==> src/rtl/instr_fetch_unit.sv <==
// Fetch stage: owns pc/old_pc/ir and runs the imem req/ack handshake.
// Optional FETCH_TIMEOUT_EN aborts a request after TIMEOUT_CYCLES.
module instr_fetch_unit #(
  parameter logic [31:0] RESET_PC       = 32'h0000_0000,
  parameter logic [31:0] NOP_INSTR      = 32'h0000_0013,
  parameter int          TIMEOUT_CYCLES = 16
) (
  input  logic        clk,
  input  logic        reset,
  input  logic        fetch_start,
  input  logic        pc_update,
  input  logic        pc_src,
  input  logic [31:0] pc_target,
  output logic        imem_req,
  output logic [31:0] imem_addr,
  input  logic        imem_ack,
  input  logic [31:0] imem_rdata,
  output logic [31:0] instr,
  output logic [6:0]  opcode,
  output logic [31:0] pc,
  output logic [31:0] old_pc,
  output logic        fetch_busy,
  output logic        fetch_valid,
  output logic        misaligned_err,
  output logic        fetch_err
);

  typedef enum logic {IDLE, REQ} state_e;

  state_e      state_q, state_d;
  logic [31:0] pc_q, pc_d;
  logic [31:0] old_pc_q, old_pc_d;
  logic [31:0] instr_q, instr_d;
  logic [31:0] addr_q, addr_d;
  logic [31:0] tgt_q, tgt_d;
  logic        pend_q, pend_d;
  logic        req_q, req_d;
  logic        valid_q, valid_d;
  logic        mis_q, mis_d;
  logic        jump, jump_ok;
  logic [31:0] redir_pc;

`ifdef FETCH_TIMEOUT_EN
  localparam int CW = $clog2(TIMEOUT_CYCLES + 1);
  localparam logic [CW-1:0] LAST = CW'(TIMEOUT_CYCLES - 1);
  logic [CW-1:0] cnt_q, cnt_d;
  logic          ferr_q, ferr_d;
`else
  logic unused_timeout;
  assign unused_timeout = ^TIMEOUT_CYCLES;
`endif

  assign jump    = pc_update & pc_src;
  assign jump_ok = jump & (pc_target[1:0] == 2'b00);

  // newest redirect wins, including one arriving with the ack
  assign redir_pc = jump_ok ? pc_target : tgt_q;

  always_comb begin
    state_d  = state_q;
    pc_d     = pc_q;
    old_pc_d = old_pc_q;
    instr_d  = instr_q;
    addr_d   = addr_q;
    tgt_d    = tgt_q;
    pend_d   = pend_q;
    req_d    = req_q;
    valid_d  = 1'b0;
    mis_d    = mis_q | (jump & ~jump_ok);
`ifdef FETCH_TIMEOUT_EN
    cnt_d    = cnt_q;
    ferr_d   = ferr_q;
`endif
    unique case (state_q)
      IDLE: begin
        if (jump_ok) pc_d = pc_target;
        if (fetch_start) begin
          state_d = REQ;
          req_d   = 1'b1;
          addr_d  = pc_q;
          pend_d  = 1'b0;
`ifdef FETCH_TIMEOUT_EN
          cnt_d   = '0;
`endif
        end
      end
      REQ: begin
        if (jump_ok) begin
          pend_d = 1'b1;
          tgt_d  = pc_target;
        end
        if (imem_ack) begin
          instr_d  = imem_rdata;
          old_pc_d = pc_q;
          pc_d     = (jump_ok | pend_q) ? redir_pc : pc_q + 32'd4;
          pend_d   = 1'b0;
          req_d    = 1'b0;
          valid_d  = 1'b1;
          state_d  = IDLE;
        end
`ifdef FETCH_TIMEOUT_EN
        else if (cnt_q == LAST) begin
          if (jump_ok | pend_q) pc_d = redir_pc;
          pend_d  = 1'b0;
          req_d   = 1'b0;
          ferr_d  = 1'b1;
          state_d = IDLE;
        end else begin
          cnt_d = cnt_q + 1'b1;
        end
`endif
      end
      default: state_d = IDLE;
    endcase
  end

  always_ff @(posedge clk or negedge reset) begin
    if (!reset) begin
      state_q  <= IDLE;
      pc_q     <= RESET_PC;
      old_pc_q <= RESET_PC;
      instr_q  <= NOP_INSTR;
      addr_q   <= RESET_PC;
      tgt_q    <= RESET_PC;
      pend_q   <= 1'b0;
      req_q    <= 1'b0;
      valid_q  <= 1'b0;
      mis_q    <= 1'b0;
`ifdef FETCH_TIMEOUT_EN
      cnt_q    <= '0;
      ferr_q   <= 1'b0;
`endif
    end else begin
      state_q  <= state_d;
      pc_q     <= pc_d;
      old_pc_q <= old_pc_d;
      instr_q  <= instr_d;
      addr_q   <= addr_d;
      tgt_q    <= tgt_d;
      pend_q   <= pend_d;
      req_q    <= req_d;
      valid_q  <= valid_d;
      mis_q    <= mis_d;
`ifdef FETCH_TIMEOUT_EN
      cnt_q    <= cnt_d;
      ferr_q   <= ferr_d;
`endif
    end
  end

  assign imem_req       = req_q;
  assign imem_addr      = addr_q;
  assign instr          = instr_q;
  assign opcode         = instr_q[6:0];
  assign pc             = pc_q;
  assign old_pc         = old_pc_q;
  assign fetch_busy     = (state_q == REQ);
  assign fetch_valid    = valid_q;
  assign misaligned_err = mis_q;
`ifdef FETCH_TIMEOUT_EN
  assign fetch_err      = ferr_q;
`else
  assign fetch_err      = 1'b0;
`endif

endmodule

==> config.mk <==
export PLATFORM = sky130hd
export DESIGN_NAME = instr_fetch_unit
export DESIGN_NICKNAME = d
export VERILOG_FILES = /design/src/rtl/instr_fetch_unit.sv
export SDC_FILE = /design/constraint.sdc
export NUM_CORES = 1
export LEC_CHECK = 0
export ABC_AREA = 1
export BUFFER_PORTS_ARGS = -buffer_cell sky130_fd_sc_hd__clkbuf_2
export CAP_MARGIN = 20
export CELL_PAD_IN_SITES_DETAIL_PLACEMENT = 0
export CELL_PAD_IN_SITES_GLOBAL_PLACEMENT = 1
export CORE_AREA = 2 2 141 143
export CTS_CLUSTER_SIZE = 40
export DETAILED_ROUTE_END_ITERATION = 10
export DIE_AREA = 0 0 143 145
export PLACE_DENSITY_LB_ADDON = 0.1
export SYNTH_ARGS = -nofsm -noshare
export SYNTH_HDL_FRONTEND = slang
export SYNTH_SLANG_ARGS = --single-unit
==> constraint.sdc <==
create_clock -name clk -period 4.5 [get_ports clk]
set_input_delay 1.35 -clock clk [delete_from_list [all_inputs] [get_ports clk]]
set_output_delay 1.35 -clock clk [all_outputs]
set_load 0.03 [all_outputs]
==> summary by stage <==
Run status
The run finished with clean final reports.

Power
Of the total power, the clock network draws between 20 and 25%. The static power due to leakage is approximately 5.1 nW. The internal power of the cells is between 3 and 4 mW. The share of total power dissipated in combinational logic is 37.0%. The power spent charging and discharging nets is around 2.6 mW. Of the total power, registers draw between 30% and 40%. In this run switching power makes up between 40% and 50% of total power. Power spread over the standard cell area amounts to ~640 nW/µm². VDD sags by at most around 0.26 mV.

Synth
The net count after synthesis is around 1100. The cell count after synthesis is about 1000. Ranked by total cell area, the synthesized netlist is headed by dfrtp_1 (52%), nand2_1 (19%), o21ai_0 (8.6%). In the post-synthesis netlist, the cell with the most instances is nand2_1.

The synthesized design devotes to its leading area cell type 52.16% of total area. For this run, the register share of the synthesized area comes to 53.17%. The mapped netlist covers about 7800 µm².

Summing the areas of all xor and xnor instances in the mapped netlist gives 0.2254% of the synthesized area. The count of synthesis-stage warnings from yosys is 0. Each instance of the synthesized netlist takes up on average between 7 and 8 µm². Among all flip-flop cells after synthesis, the most frequent one is dfrtp_1. The synthesized netlist devotes 0.1610% of its cell area to adder and majority cells.

Counting flops with an async set or reset pin after synthesis yields a share of 100.0%. By area, the combinational part of the netlist is dominated by simple AND/OR/NAND/NOR gates. The simple-gate share of the synthesized area is between 20% and 30%.

The commonest cells after synthesis are nand2_1 (387), dfrtp_1 (162), o21ai_0 (133). The cell taking the most area after synthesis is dfrtp_1. The portion of netlist area occupied by mux cells is 0.1449%. The synthesized-area fraction occupied by ao, oa, aoi and oai cells is a little under an eighth. The count of flip-flops with a built-in enable after synthesis is 0. Counting flops and latches in the post-synthesis netlist gives approximately 170.

The synthesized netlist contains 31 unique library cells.

STA
At the pin with the least slew margin, the transition time is 883.0 ps. The clock period minus worst slack is around 3000 ps. Setup violations remaining at the end of the flow were counted as 0. The worst clock skew is roughly 13 ps. The number of hold-slack violations in the final timing report is 0.

The highest clock frequency the design can meet is 328.4 MHz. The post-route fraction of the period consumed by the critical path is roughly two thirds. The accumulated negative setup slack is 0 ps. The final worst hold slack is around 470 ps.

Setup repair after global routing left no endpoint under its margin. The final max-slew violation count is 0. The worst slew margin relative to its limit is approximately 40%. The worst-case setup margin in the final layout is 1454 ps.

GRT
The total track usage is about 22%. The via count of the first global-routing pass is roughly 6500. The first global-routing pass estimated around 36000 µm of wire. The largest net degree at the start of global routing is 85.

The initial antenna violation count is 0. Global routing finished with a remaining overflow of 0.

Cells and area
The antenna diode count is 0. The total area of multi-input combinational cells is just over 3000 µm². After filler insertion, the fill cell instance count of the layout stands at ~2000. The share of post-route cells with drive strength above 1 is 22.80%. The sequential cells in the finished layout cover a total of around 4100 µm². The final layout contains between 1000 and 1500 nets. The growth of design area from synthesis to finish is 23.02%.

Routing
The detailed router finished its first iteration with between 500 and 600 violations. The detailed-route wire length per cell is around 15 µm. The final layout contains routed wiring with a total length of 22510 µm. The first detailed-routing pass ran for 5 iterations. The DRC violation count after routing is 0. The via-per-instance ratio is 4.744. For this block, the via count after detailed routing is approximately 6900.

The number of antenna-violating nets in the routed design is 0.

Hold path
The worst hold-check path type is reg2reg.

Flow run
The reported max-cap violation count is 0.

Floorplanning
The die footprint is roughly 21000 µm². The number of core rows is 51. 210 I/O pins were placed. The x dimension of the die is 143 µm.

The initial cell density of the core is 40.47%. The core region is between 15000 and 20000 µm². The die height is 145 µm.

Setup path
Data arrives at the worst endpoint at ~1700 ps. The required time at the endpoint of the critical path is between 3000 and 4000 ps. The critical path launch point type is a flip-flop. The startpoint-to-endpoint class of the critical path is reg2out.

The family of cells with the greatest summed delay on the critical path is flip-flops. For this run, the slowest stage of the critical path takes a little over 900 ps. The sum of buffers and inverters on the critical path is 1. The signal on the critical path passes through clkbuf_2. The largest fanout on the critical path is 18. The cell with the largest stage delay on the worst path is dfrtp_1.

The worst setup path is captured at an output port.

Placed design
The routability-driven placement congestion ratio is between 0.8 and 0.9. The worst setup slack before clock tree synthesis is approximately 1200 ps. The count of input and output buffers is between 200 and 250. The detailed placement HPWL is 16020 µm.

Clock network
The worst-case clock buffer depth is 2. Post-CTS timing repair inserted 0 buffers for setup. The clock drives about 170 sinks. The number of hold buffers added after CTS was 0.

After clock tree synthesis, the clock-pin slew on the worst setup and hold paths is 70 ps. The buffer cell driving the clock tree root is clkbuf_16. The later pin in the worst-skew pair is clocked with a latency of around 430 ps.

The number of instances resized during post-cts repair is 0. The number of clock buffers added by TritonCTS is 17. TritonCTS built the clock tree. In this run the number of H-tree levels came out at 4.
[flip-flops by register name, summed over array words and instances (netlist names), 32 cells and up]
| signal | flops |
|---|---|
| tgt_q | 32 |
| instr | 32 |
| old_pc | 32 |
| pc | 32 |
| imem_addr | 32 |
[layer usage]
layer | global-route usage [%] | share of wire [%] | vias to the layer above
met5 | 0 | 0 | -
met4 | 6.139 | 1.4 | 0
met3 | 4.092 | 5.8 | 21
met2 | 30.36 | 41 | 210
met1 | 36.14 | 52 | 3175
li1 | - | - | 3511
[logic make-up after synthesis]
logic type,count (synthesis)
flops,165
other cells,1
xor+xnor,2
buf+inv,138
mux,1
simple gates,513
fa+ha+maj,1
compound gates,180
[cells in the final DEF, fill, tap and decap left out, drive strengths merged, types with 2 or more instances in the layout]
master,n
bufinv,3
clkinvlp,2
dfrtp,162
and2,2
nand2,392
dfstp,3
a21oi,34
clkbuf,228
nor2,62
nand4,2
a31oi,3
inv,85
clkinv,4
nand3,54
o21ai,140
xor2,2
buf,8
[final cells by class]
cell class | count | area share, %
well taps | 265 | 3.468
flip-flops and latches | 165 | 43.22
inverters | 83 | 3.284
repair buffers | 215 | 11.84
clock inverters | 11 | 1.570
multi-input cells | 698 | 31.90
clock buffers | 21 | 4.711
[power groups by stage]
stage                     clock network (mW)  registers [mW]  logic (mW)
after detailed placement                   0            2.35        2.26
final                                   1.51            2.33        2.25
after global routing                    1.60            2.40        2.48
after floorplan                            0            3.04       0.788
after CTS                               1.54            2.32        2.27
after global placement                     0            2.34        2.26
[through the flow]
step	cell area, µm²	instances	total power, mW	utilization [%]
final	9562	1458	6.084	49.78
after global routing	9562	1458	6.482	49.78
after CTS	9534	1457	6.130	49.64
after detailed placement	8934	1425	4.611	46.51
after global placement	8934	1425	4.594	46.51
after floorplan	7772	1001	3.823	-
[worst paths after layout]
path,start,endpoint,slack (ps),cells past startpoint
max,fetch_busy,fetch_busy,1450,1
max reg2reg,fetch_busy,pc[8],2010,5
min reg2reg,tgt_q[0],tgt_q[0],470,2
max in group asynchronous,reset,tgt_q[9],2650,2
min,tgt_q[0],tgt_q[0],470,2
min in group asynchronous,reset,imem_addr[3],970,1
[worst min-delay path, delay by kind of cell (launching register included)]
| kind | cells | cell delay (ps) |
|---|---|---|
| buf+inv | 1 | 40 |
| flops | 1 | 350 |
| simple gates | 1 | 50 |
(Power assumes the default switching activity.)
